[src/rtl/regfile_pkg.sv]
`default_nettype none
// ============================================================================
//  Module      : regfile_pkg
//  Description : Shared types and constants for the register-file writeback
//                arbiter: writeback request record, requester identifiers
//                and the hard-wired zero register index.
//  Revision    : 1.0 - initial release
// ============================================================================
package regfile_pkg;

   // Default widths of a writeback record (32-bit datapath, 32 registers)
   localparam int WB_BIT_WIDTH = 32;
   localparam int WB_REG_WIDTH = $clog2(WB_BIT_WIDTH);

   // Register index that is hard-wired to zero; writes to it are discarded
   localparam int REG_ZERO = 0;

   // Writeback requester identifiers
   typedef enum logic {
      WB_ALU = 1'b0,
      WB_MEM = 1'b1
   } wb_src_e;

   // One writeback request: destination register and data
   typedef struct packed {
      logic [WB_REG_WIDTH-1:0] rd;
      logic [WB_BIT_WIDTH-1:0] data;
   } wb_req_t;

   // The requester that is not 's'
   function automatic wb_src_e wb_other(input wb_src_e s);
      return (s == WB_ALU) ? WB_MEM : WB_ALU;
   endfunction

endpackage
`default_nettype wire

[src/rtl/wb_slot.sv]
`default_nettype none
// ============================================================================
//  Module      : wb_slot
//  Description : One-entry writeback buffer behind a valid/ready handshake.
//                The slot accepts a new entry when empty or when it is being
//                drained in the same cycle. Entries addressed to register 0
//                are accepted but dropped, so they never request a write.
//  Revision    : 1.0 - initial release
// ============================================================================
module wb_slot
   import regfile_pkg::*;
#(
   parameter int BIT_WIDTH = 32,
   parameter int REG_WIDTH = 5
) (
   input  logic                 clk,
   input  logic                 rst,
   input  logic                 valid,
   output logic                 ready,
   input  logic [REG_WIDTH-1:0] in_reg,
   input  logic [BIT_WIDTH-1:0] in_data,
   input  logic                 drain,
   output logic                 full,
   output logic                 fill,
   output logic [REG_WIDTH-1:0] req_reg,
   output logic [BIT_WIDTH-1:0] req_data
);

   logic                 full_q;
   logic [REG_WIDTH-1:0] reg_q;
   logic [BIT_WIDTH-1:0] data_q;

   // Handshake: free slot, or the held entry leaves this cycle; reg-0 transfers never fill
   always_comb begin
      ready = !full_q || drain;
      fill  = valid && ready && (in_reg != REG_WIDTH'(REG_ZERO));
   end

   // Slot storage: a fill takes precedence over a drain on the same edge
   always_ff @(posedge clk or negedge rst) begin
      if (!rst) begin
         full_q <= 1'b0;
         reg_q  <= '0;
         data_q <= '0;
      end else if (fill) begin
         full_q <= 1'b1;
         reg_q  <= in_reg;
         data_q <= in_data;
      end else if (drain) begin
         full_q <= 1'b0;
      end
   end

   assign full     = full_q;
   assign req_reg  = reg_q;
   assign req_data = data_q;

endmodule
`default_nettype wire

[src/rtl/regfile_wb_arbiter.sv]
`default_nettype none
// ============================================================================
//  Module      : regfile_wb_arbiter
//  Description : Shares the register file write port between ALU and memory
//                load writebacks. Each requester owns a one-entry slot; one
//                slot is drained per cycle onto registered write lines.
//                Same-register collisions are resolved oldest-first so the
//                port sees those writes in acceptance order.
//  Config      : WB_RR_EN defined   -> round-robin between different-register
//                                      requests when both slots are full
//                WB_RR_EN undefined -> fixed MEM>ALU priority with an ALU
//                                      starvation limit of STARVE_MAX grants
//  Revision    : 1.0 - initial release
// ============================================================================
module regfile_wb_arbiter
   import regfile_pkg::*;
#(
   parameter int BIT_WIDTH  = 32,
   parameter int REG_WIDTH  = $clog2(BIT_WIDTH),
   parameter int STARVE_MAX = 4
) (
   input  logic                 clk,
   input  logic                 rst,
   input  logic                 alu_valid,
   output logic                 alu_ready,
   input  logic [REG_WIDTH-1:0] alu_reg,
   input  logic [BIT_WIDTH-1:0] alu_data,
   input  logic                 mem_valid,
   output logic                 mem_ready,
   input  logic [REG_WIDTH-1:0] mem_reg,
   input  logic [BIT_WIDTH-1:0] mem_data,
   output logic                 write,
   output logic [REG_WIDTH-1:0] Write_reg,
   output logic [BIT_WIDTH-1:0] Write_Data,
   output logic                 busy
);

   logic                 alu_full, alu_fill, alu_drain;
   logic [REG_WIDTH-1:0] alu_req_reg;
   logic [BIT_WIDTH-1:0] alu_req_data;
   logic                 mem_full, mem_fill, mem_drain;
   logic [REG_WIDTH-1:0] mem_req_reg;
   logic [BIT_WIDTH-1:0] mem_req_data;

   logic                 both_full;
   logic                 same_reg;
   logic                 grant_any;
   wb_src_e              grant_src;
   wb_src_e              policy_src;
   logic                 mem_older;

   wb_slot #(
      .BIT_WIDTH (BIT_WIDTH),
      .REG_WIDTH (REG_WIDTH)
   ) u_alu_slot (
      .clk      (clk),
      .rst      (rst),
      .valid    (alu_valid),
      .ready    (alu_ready),
      .in_reg   (alu_reg),
      .in_data  (alu_data),
      .drain    (alu_drain),
      .full     (alu_full),
      .fill     (alu_fill),
      .req_reg  (alu_req_reg),
      .req_data (alu_req_data)
   );

   wb_slot #(
      .BIT_WIDTH (BIT_WIDTH),
      .REG_WIDTH (REG_WIDTH)
   ) u_mem_slot (
      .clk      (clk),
      .rst      (rst),
      .valid    (mem_valid),
      .ready    (mem_ready),
      .in_reg   (mem_reg),
      .in_data  (mem_data),
      .drain    (mem_drain),
      .full     (mem_full),
      .fill     (mem_fill),
      .req_reg  (mem_req_reg),
      .req_data (mem_req_data)
   );

   // Grant selection: lone slot wins; same-register pair goes oldest-first; otherwise the policy decides
   always_comb begin
      both_full = alu_full && mem_full;
      same_reg  = (alu_req_reg == mem_req_reg);
      grant_any = alu_full || mem_full;
      grant_src = WB_ALU;
      if (both_full) begin
         if (same_reg) begin
            grant_src = mem_older ? WB_MEM : WB_ALU;
         end else begin
            grant_src = policy_src;
         end
      end else if (mem_full) begin
         grant_src = WB_MEM;
      end
      alu_drain = alu_full && (grant_src == WB_ALU);
      mem_drain = mem_full && (grant_src == WB_MEM);
   end

   // Age tracking: a slot filling while the other stays occupied becomes the younger one;
   // simultaneous fills make the ALU entry the older one
   always_ff @(posedge clk or negedge rst) begin
      if (!rst) begin
         mem_older <= 1'b0;
      end else if (alu_fill && mem_fill) begin
         mem_older <= 1'b0;
      end else if (alu_fill && mem_full && !mem_drain) begin
         mem_older <= 1'b1;
      end else if (mem_fill && alu_full && !alu_drain) begin
         mem_older <= 1'b0;
      end
   end

`ifdef WB_RR_EN
   wb_src_e rr_ptr;

   // Round-robin choice for different-register contention
   always_comb begin
      policy_src = rr_ptr;
   end

   // Pointer moves to the loser after every grant made with both slots occupied
   always_ff @(posedge clk or negedge rst) begin
      if (!rst) begin
         rr_ptr <= WB_ALU;
      end else if (both_full) begin
         rr_ptr <= wb_other(grant_src);
      end
   end
`else
   localparam logic [3:0] STARVE_LIM = 4'(STARVE_MAX);

   logic [3:0] starve_cnt;

   // Fixed MEM priority until the ALU has waited STARVE_MAX memory grants
   always_comb begin
      policy_src = (starve_cnt == STARVE_LIM) ? WB_ALU : WB_MEM;
   end

   // Count memory grants taken while the ALU is waiting; an ALU grant clears the count
   always_ff @(posedge clk or negedge rst) begin
      if (!rst) begin
         starve_cnt <= '0;
      end else if (alu_drain) begin
         starve_cnt <= '0;
      end else if (mem_drain && alu_full && (starve_cnt != STARVE_LIM)) begin
         starve_cnt <= starve_cnt + 4'd1;
      end
   end
`endif

   // Registered write port: pulse on each grant, hold index/data otherwise
   always_ff @(posedge clk or negedge rst) begin
      if (!rst) begin
         write      <= 1'b0;
         Write_reg  <= '0;
         Write_Data <= '0;
      end else begin
         write <= grant_any;
         if (grant_any) begin
            Write_reg  <= (grant_src == WB_MEM) ? mem_req_reg  : alu_req_reg;
            Write_Data <= (grant_src == WB_MEM) ? mem_req_data : alu_req_data;
         end
      end
   end

   // Activity indicator for pipeline stall/flush logic
   always_comb begin
      busy = alu_full || mem_full || write;
   end

endmodule
`default_nettype wire

[config.mk]
export PLATFORM = sky130hd
export DESIGN_NAME = regfile_wb_arbiter
export DESIGN_NICKNAME = d
export VERILOG_FILES = /design/src/rtl/regfile_pkg.sv /design/src/rtl/wb_slot.sv /design/src/rtl/regfile_wb_arbiter.sv
export SDC_FILE = /design/constraint.sdc
export NUM_CORES = 1
export LEC_CHECK = 0
export CAP_MARGIN = 20
export CORE_ASPECT_RATIO = 1.4
export CORE_MARGIN = 5
export CORE_UTILIZATION = 45
export DETAILED_ROUTE_END_ITERATION = 8
export HOLD_SLACK_MARGIN = 0.05
export PLACE_DENSITY = 0.73
export SYNTH_ARGS = -nofsm -noshare
export SYNTH_HDL_FRONTEND = slang
export SYNTH_SLANG_ARGS = --single-unit
[constraint.sdc]
create_clock -name clk -period 2.83 [get_ports clk]
set_clock_uncertainty 0.2 [all_clocks]
set_input_delay 0.849 -clock clk [delete_from_list [all_inputs] [get_ports clk]]
set_output_delay 0.849 -clock clk [all_outputs]
set_load 0.005 [all_outputs]
==> flow_summary.yaml <==
layout:
  num_antenna_cells: 0
  layout-drive-gt1-share_pct: 33.9
  nets: 620
  syn_to_final_growth_pct: 45.2
  final_cells: 696
  post-route-cell-area_sq_um: 7380
  fillCellCount: 852
power:
  p_leak_nw: 3.06
  p_sw_share_pct: 26.3
  ir_drop_mv: 0.468
  p_comb_share_pct: 26.8
  intPower_w: 0.00449
  p_seq_share_pct: 38.9
  p_switching_w: 0.00160
  power_frac_clock_pct: 34.3
  p_per_area_nw_per_um2: 825
clock_tree:
  clkTransAtPathRegs_ns: 0.05
  cts_buffer_depth: 2
  cts_max_level: 4
  cts_made_buffers: 17
  cts_tree: "yes"
  clkSinkCount: 119
  cts-root-buf: "clkbuf_16"
  clk_latency_ns: 0.40
timing:
  fin_setup_tns_ns: -0.371
  min_period_ns: 3.02
  setup_viol: 2
  hold_viol: 0
  slew_headroom_pct: 47.1
  min_period_over_period_pct: 107
  rsz0062_at_grt: "true"
  tightest_slew_ns: 0.787
  worst_slack_ns: -0.187
  fmax_mhz: 331
  hold_ws_ns: 0.235
  drv_slew: 0
synthesis:
  synth_flop_cell: "dfrtp_1"
  yosys-top-cells-count: "119 x dfrtp_1, 61 x mux2_2, 35 x or3_1"
  synth_area_leader_cell: "dfrtp_1"
  synth_area_sq_um: 5090
  yosysWarnings: 0
  syn_inst: 374
  synth_cell_types: 40
  syn_area_per_cell_sq_um: 13.6
  synth.most_common_cell: "dfrtp_1"
  ys_top_cells_by_area: "dfrtp_1 59%, mux2_2 14%, o221a_2 6.6%, or3_1 4.3%, a32o_1 0.98%"
  ys_ff_latch: 119
  ys_seq_area_share_pct: 58.5
  synth_edf_count: 0
  syn-num-nets: 454
  synth_top_area_share_pct: 58.5
  synth_async_sr_flop_share_pct: 100
floorplanning:
  io-pin-count: 119
  core_area_sq_um: 11200
  fp.dieH_microns: 136
  die_w_microns: 99.9
  row_count: 46
  start_util_pct: 45.3
  fp.dieArea_sq_um: 13600
run_status:
  failed_checks: "negative setup slack"
  status: "finished, violations left"
hold_path:
  hold_class: "input port to asynchronous set/reset pin"
setup_path:
  cp-end-kind: "output port"
  crit_fanout: 3
  r2r_slack_ns: 0.07
  crit_path_start: "u_alu_slot.req_reg[2]$_DFFE_PN0P_"
  cp.arrival_ns: 1.97
  worstRegToRegCells: 7
  r2r_start: "u_alu_slot.req_reg[2]$_DFFE_PN0P_"
  cp.required_ns: 1.78
  crit_type: "flop to output port"
  reg2reg_to: "u_alu_slot.req_data[14]$_DFFE_PN0P_"
  crit_path_end: "alu_ready"
  cp-start-kind: "flop"
routing:
  antenna_left: 0
  viasPerCell: 5.55
  dr.pass1.iters: 4
  finalWirelength_microns: 13800
  vias: 3864
  drt_iter0_drc: 218
  drc: 0
  wl_per_cell_microns: 19.8
grt:
  track_usage_pct: 21.0
  overflow: 0
  grt_pass1_wl_microns: 21800
  antenna_found_initial: 0
  grt_max_degree: 47
  grt_pass1_vias: 4252
placement:
  dp_cells: 663
  hpwl_microns: 9470
  io_buffers: 118
  gp_congestion: 0.836
  post_dp_cell_area_sq_um: 6730
run:
  cap_violations: 0
## routing by layer
layer / GRT usage, % / vias to the layer above / wire (microns)
met1: 23.8 / 1968 / 5220
met2: 36.9 / 119 / 7480
li1: - / 1739 / -
met3: 4.84 / 38 / 535
met5: 0 / - / 0
met4: 10.6 / 0 / 559
## critical path, cell delays in order, from the launching register on
cell and delay (ns):
dfrtp_1 0.41, xor2_2 0.19, or3_4 0.37, or2_4 0.28, buf_6 0.13, nand3_4 0.09
buf_6 0.10
## cell usage in the layout (no fill, tap or decap), drive strengths merged
| cell type | instances |
|---|---|
| dfrtp | 119 |
| clkdlybuf4s50 | 115 |
| mux2 | 64 |
| buf | 55 |
| or3 | 36 |
| o221a | 32 |
| clkbuf | 23 |
| o21ai | 12 |
| inv | 10 |
| nand3 | 10 |
| nand2 | 9 |
| a31oi | 7 |
| and2 | 6 |
| a32o | 5 |
| o22ai | 5 |
| a211oi | 5 |
| clkinv | 5 |
| nor2 | 4 |
| xnor2 | 4 |
| or2 | 4 |
| xor2 | 3 |
| a21oi | 3 |
| or4 | 2 |
| o21a | 2 |
| o211ai | 2 |
| ha | 2 |
| bufinv | 2 |
| and3b | 1 |
| o31ai | 1 |
| a31o | 1 |
| nand2b | 1 |
| a22o | 1 |
| clkinvlp | 1 |
## layout make-up
| cell class | count | area (sq um) | area share (%) |
|---|---|---|---|
| clock buffers | 23 | 488 | 6.61 |
| clock inverters | 8 | 96.3 | 1.30 |
| inverters | 10 | 37.5 | 0.508 |
| multi-input cells | 222 | 1970 | 26.7 |
| flip-flops and latches | 119 | 2980 | 40.3 |
| well taps | 144 | 180 | 2.44 |
| repair buffers | 170 | 1640 | 22.1 |
## power by group through the flow
| stage | Combinational, W | Clock [W] | Sequential (W) |
|---|---|---|---|
| 3_5_place_dp | 0.00158 | 0 | 0.00238 |
| 3_3_place_gp | 0.00154 | 0 | 0.00237 |
| 6_report | 0.00163 | 0.00209 | 0.00237 |
| 2_1_floorplan | 0.000770 | 0 | 0.00233 |
| 4_1_cts | 0.00162 | 0.00213 | 0.00237 |
| 5_1_grt | 0.00175 | 0.00221 | 0.00242 |
## stage by stage
stage	total power, W	setup slack (ns)	util [%]
final	0.00609	-0.187	65.8
after global routing	0.00637	-0.261	65.8
after CTS	0.00611	-0.166	65.4
after detailed placement	0.00396	-0.236	60.0
after global placement	0.00391	-0.216	60.0
after floorplan	0.00310	0.0430	-
## timing repair
item / 4_1_cts / 5_1_grt
resized for setup: 17 / 4
hold buffers: 0 / 0
setup buffers: 1 / 2
cloned: 0 / 0
setup endpoints to repair: 2 / 2
pin swaps: 4 / 2
## worst min path at each step
stage,from,to,cells past startpoint
global placement,u_alu_slot.req_data[25]$_DFFE_PN0P_,u_alu_slot.req_data[25]$_DFFE_PN0P_,1
detailed placement,u_alu_slot.req_data[31]$_DFFE_PN0P_,u_alu_slot.req_data[31]$_DFFE_PN0P_,1
CTS,rst,u_mem_slot.req_reg[2]$_DFFE_PN0N_,1
finish,rst,u_mem_slot.req_reg[2]$_DFFE_PN0N_,1
global route,rst,u_alu_slot.req_reg[2]$_DFFE_PN0P_,1
floorplan,u_alu_slot.req_data[21]$_DFFE_PN0P_,u_alu_slot.req_data[21]$_DFFE_PN0P_,1
## cells by family after synthesis
| kind of cell | Yosys count | synth area share (%) |
|---|---|---|
| buffers and inverters | 33 | 3.94 |
| adders and majority gates | 2 | 0.492 |
| muxes | 64 | 14.2 |
| DFF | 119 | 58.5 |
| AOI/OAI and AO/OA | 76 | 13.4 |
| and+or+nand+nor | 73 | 8.29 |
| xor gates and xnor gates | 7 | 1.21 |
Note: power is estimated with default switching activity, not from simulation.
==> variant 1 (same settings) <==
The package constant `REG_ZERO` goes from 0 to 1.
--- a/src/rtl/regfile_pkg.sv
+++ b/src/rtl/regfile_pkg.sv
@@ -13,7 +13,7 @@
    localparam int WB_REG_WIDTH = $clog2(WB_BIT_WIDTH);
 
    // Register index that is hard-wired to zero; writes to it are discarded
-   localparam int REG_ZERO = 0;
+   localparam int REG_ZERO = 1;
 
    // Writeback requester identifiers
    typedef enum logic {
Behaviour: not the same (Yosys sat finds a counterexample within 4 cycles, from zero or initial values and one cycle with rst low).
==> variant 1 against the original RTL <==
The run still ends with negative setup slack left; routed wire length down 4.2%; worst hold slack got worse by 0.080 ns; utilization rose by 0.90 points; via count is 3.2% lower; global-route usage shrank 0.80 points; first-iteration DRC count shrank 39%; total power is 2.3% higher; maximum frequency rose by 0.90%; worst setup slack improved by 0.027 ns; sequential cell count unchanged; final area is 1.3% lower; register-to-register slack gained 0.11 ns; die area down 0.56%; area after synthesis down 0.61%; largest power group unchanged.
==> variant 1: results (changes against the original RTL) <==
Parameter                              Value

Worst setup path
  R2r startpoint ... u_alu_slot.req_reg[2]
  Worst setup path class ... reg -> out
  Arrival time of data at the critical path endpoint ... 1.94 ns (-0.03 ns)

Yosys
  Per-instance average area after synthesis ... 13.8 sq um (+1.6%)
  Syn. warnings ... 0 (unchanged)
  Commonest cells in the synthesized netlist ... sky130_fd_sc_hd__dfrtp_1, sky130_fd_sc_hd__mux2_2, sky130_fd_sc_hd__or3_1
  Post-synthesis sequential area ratio ... 0.589 (+0.00362)
  Net count of the mapped netlist ... 446 (-1.8%)
  Number of unique standard cell types used by synthesis ... 38 (-5.0%)
  Biggest area contributors in the synthesized netlist ... sky130_fd_sc_hd__dfrtp_1, sky130_fd_sc_hd__mux2_2, sky130_fd_sc_hd__o221a_1
  Fraction of registers with async set or reset after synthesis ... 1.00 (unchanged)

Detailed routing
  Total length of routed met3 wires ... 482 microns (-9.9%)
  Routed length on met1 ... 5.13 mm (-1.8%)
  Detailed route wirelength on metal2 ... 7.36 mm (-1.6%)
  Final routed wire length divided by cell count ... 19.7 microns (-0.81%)
  DRC marker count from the first detailed-route iteration ... 133 (-39%)
  Vias per inst ... 5.57 (+0.25%)

Finish
  Post-layout instance count excluding filler cells ... 672 (-3.4%)
  Layout buffer count excluding clock buffers ... 156 (-8.2%)
  Non-clock buffering overhead ... 0.210 (-0.0116)
  Fill count ... 807 (-5.3%)
  Fraction of area in clock buffers and inverters ... 0.0890 (+0.00983)
  Final Net Count ... 598 (-3.5%)
  Fraction of area in registers ... 0.409 (+0.00547)
  Count of multi-input combinational gates ... 215 (-3.2%)
  Multi-input gate share of the layout cell area ... 0.264 (-0.00308)
  Layout inverter count without the clock tree ... 9 (-1)
  Share of cells above drive strength 1 ... 0.260 (-0.0789)

Min path
  Worst hold path type ... in -> async

STA
  Final setup viols ... 2 (unchanged)
  Worst-case headroom to the max-slew limit ... 0.639 (+0.168)
  Least setup slack across all paths after layout ... -0.160 ns (+0.0268 ns)

Status
  Status ... complete, but fails checks
  Violated checks ... negative setup slack

Global route
  Wire length of the first global-routing pass ... 20.8 mm (-4.4%)
  Largest net degree at the start of global routing ... 52 (+11%)
  Vias in the first global route ... 4,032 (-5.2%)
  Total global-route track usage ... 0.202 (-0.00800)
  Initial antenna violation count ... 0 (unchanged)

Power
  Leakage Power ... 2.98 nW (-2.6%)
  Worst ir drop on vdd ... 540 uV (+15%)
  Internal ... 4.66 mW (+3.8%)

Placed design
  Cell total after placement ... 638 (-3.8%)
  HPWL after detailed placement ... 9.24 mm (-2.4%)
  Routability-driven placement congestion ratio ... 0.846 (+1.2%)

Clock tree
  Total number of H-tree levels ... 4 (unchanged)
  Clock latency on the worst-skew pair ... 0.40 ns (about the same)
-- variant 1: changes by cell type after synthesis, moves of 3 or more --
cell	change
sky130_fd_sc_hd__mux2_1	+10
sky130_fd_sc_hd__mux2_2	-8
sky130_fd_sc_hd__buf_2	+5
sky130_fd_sc_hd__clkbuf_8	-3
sky130_fd_sc_hd__o221a_1	+28
sky130_fd_sc_hd__buf_4	-6
sky130_fd_sc_hd__o221a_2	-26
sky130_fd_sc_hd__buf_6	+5
-- variant 1: routing by layer --
layer,track usage,up-vias
met3,0.0474,17
met4,0.0866,0
met2,0.367,106
met1,0.224,1934
li1,-,1683
met5,0,-
-- variant 1: kinds of logic after synthesis --
logic type | after synthesis | synth area share
XOR/XNOR | 7 | 0.0121
multiplexers | 66 | 0.147
AO/OA/AOI/OAI | 70 | 0.128
buffers and inverters | 32 | 0.0371
flip-flops | 119 | 0.589
adder cells (fa/ha/maj) | 2 | 0.00495
AND/OR/NAND/NOR | 70 | 0.0817
-- variant 1: final timing paths --
path | depth (start not counted) | to | slack [ns]
setup / recovery | 6 | mem_ready | -0.16
min in group clk | 1 | u_mem_slot.req_data[29] | 0.28
max in group asynchronous | 2 | u_alu_slot.req_data[27] | 1.63
setup reg to reg | 8 | Write_reg[4] | 0.18
hold reg to reg | 1 | u_mem_slot.req_data[29] | 0.28
hold / removal | 1 | u_alu_slot.req_data[20] | 0.16
-- variant 1: critical path: stages, from the launching register on --
cell,delay (ns)
sky130_fd_sc_hd__dfrtp_1,0.39
sky130_fd_sc_hd__xor2_1,0.19
sky130_fd_sc_hd__or3_4,0.40
sky130_fd_sc_hd__or2_4,0.27
sky130_fd_sc_hd__a21oi_4,0.14
sky130_fd_sc_hd__inv_1,0.05
sky130_fd_sc_hd__buf_2,0.12
-- variant 1: metrics by stage --
step | worst slack, ns | setup TNS (ns) | utilization | cell area (sq um)
3_5_place_dp | -0.309 | -17.65 | 0.604 | 6600
4_1_cts | -0.194 | -0.270 | 0.666 | 7270
3_3_place_gp | -0.312 | -17.80 | 0.604 | 6600
6_report | -0.160 | -0.224 | 0.667 | 7290
2_1_floorplan | 0.0913 | 0 | - | 5060
5_1_grt | -0.235 | -0.375 | 0.667 | 7290
-- variant 1: what timing repair did --
action,CTS,global route
resized for setup,13,2
buffers inserted,2,0
pin swaps,4,1
cloned,0,0
setup endpoints to repair,2,2
-- variant 1: power by group through the flow --
stage | combinational [mW] | sequential [mW] | clock, mW
6_report | 1.53 | 2.36 | 2.35
5_1_grt | 1.64 | 2.41 | 2.45
4_1_cts | 1.53 | 2.37 | 2.37
3_5_place_dp | 1.50 | 2.38 | 0
3_3_place_gp | 1.47 | 2.37 | 0
2_1_floorplan | 0.727 | 2.32 | 0
==> variant 2 (same flow settings) <==
Without the edit above. One comparison of `starve_cnt` changes from == to >=.
--- a/src/rtl/regfile_wb_arbiter.sv
+++ b/src/rtl/regfile_wb_arbiter.sv
@@ -139,7 +139,7 @@
 
    // Fixed MEM priority until the ALU has waited STARVE_MAX memory grants
    always_comb begin
-      policy_src = (starve_cnt == STARVE_LIM) ? WB_ALU : WB_MEM;
+      policy_src = (starve_cnt >= STARVE_LIM) ? WB_ALU : WB_MEM;
    end
 
    // Count memory grants taken while the ALU is waiting; an ALU grant clears the count
Check against the original RTL: same outputs for any inputs over 10 cycles, from zero or initial values and one cycle with rst low; that may be too few to reach the edited logic, so the function may still have changed.
==> variant 2 against the original RTL <==
The run still ends with negative setup slack left; die area up 2.9%; via count up 3.4%; largest cell class unchanged; total power up 2.1%; critical path type unchanged; final cell count up 4.9%; largest power group unchanged; sequential cell count unchanged; utilization up 0.60 points; area after synthesis up 3.2%; final area up 2.5%; worst setup slack worse by 0.053 ns; routed wire length up 0.76%; sequential share of layout area down 0.95 points.
==> variant 2: results (changes against the original RTL) <==
Parameter                              Value

Status
  Status ... complete, but fails checks
  Violated checks ... negative setup slack

Yosys
  Post-synthesis sequential area ratio ... 0.567 (-0.0181)
  Biggest area contributors in the synthesized netlist ... sky130_fd_sc_hd__dfrtp_1, sky130_fd_sc_hd__mux2_4, sky130_fd_sc_hd__mux2_2

Worst setup path
  Arrival time of data at the critical path endpoint ... 2.02 ns (+0.05 ns)
  Critical Path Fanout Max ... 2 (-1)
  End of the worst register-to-register path ... u_alu_slot.req_data[12]

Finish
  Share of cells above drive strength 1 ... 0.297 (-0.0418)
  Final Net Count ... 653 (+5.3%)
  Count of multi-input combinational gates ... 263 (+18%)
  Fraction of area in clock buffers and inverters ... 0.0833 (+0.00422)
  Layout inverter count without the clock tree ... 6 (-4)
  Multi-input gate share of the layout cell area ... 0.283 (+0.0161)
  Non-clock buffering overhead ... 0.213 (-0.00845)
  Fill count ... 824 (-3.3%)

Global route
  Wire length of the first global-routing pass ... 21.9 mm (+0.61%)
  Vias in the first global route ... 4,267 (+0.35%)
  Met1 layer usage reported by global route ... 0.238 (+0.000434)
  Total global-route track usage ... 0.208 (-0.00264)
  Largest net degree at the start of global routing ... 74 (+57%)
  Met2 routing resource usage after global routing ... 0.364 (-0.00506)
  Global-route met3 utilization ... 0.0562 (+0.00780)

Detailed routing
  Detailed route wirelength on metal2 ... 7.44 mm (-0.49%)
  Final routed wire length divided by cell count ... 19.0 microns (-3.9%)
  Vias per inst ... 5.48 (-1.4%)
  Routed length on met1 ... 5.31 mm (+1.8%)
  DRC marker count from the first detailed-route iteration ... 196 (-10%)

Power
  Combinational Power Share ... 0.246 (-0.022)
  Worst ir drop on vdd ... 386 uV (-17%)

Placed design
  Routability-driven placement congestion ratio ... 0.775 (-7.3%)

STA
  Final setup viols ... 2 (unchanged)
  Least setup slack across all paths after layout ... -0.240 ns (-0.0530 ns)
[variant 2: changes by cell type in the layout (fill, tap and decap cells not counted), sizes merged, moves of 5 or more]
cell / change
a31oi: -7
or3: -33
a32o: -5
nand3: +56
nand2: +31
mux2: +13
o221a: -32
a211oi: -5
o22ai: -5
o21ai: -8
a22oi: +33
nor2: +6
[variant 2: kinds of logic after synthesis]
| kind of cell | share of synthesized area |
|---|---|
| adders and majority gates | 0.00477 |
| DFF | 0.567 |
| and+or+nand+nor | 0.117 |
| muxes | 0.193 |
| buffers and inverters | 0.0372 |
| xor gates and xnor gates | 0.0100 |
| AOI/OAI and AO/OA | 0.0715 |
[variant 2: metrics by stage]
step,cell area [sq um],total power [mW]
2_1_floorplan,5250,3.09
3_3_place_gp,6720,3.80
3_5_place_dp,6720,3.86
4_1_cts,7520,6.22
5_1_grt,7570,6.50
6_report,7570,6.22
[variant 2: what timing repair did]
action	CTS	global route
resized for setup	15	5
buffers inserted	13	2
pin swaps	5	2
gates cloned	1	0
setup endpoints to repair	39	73
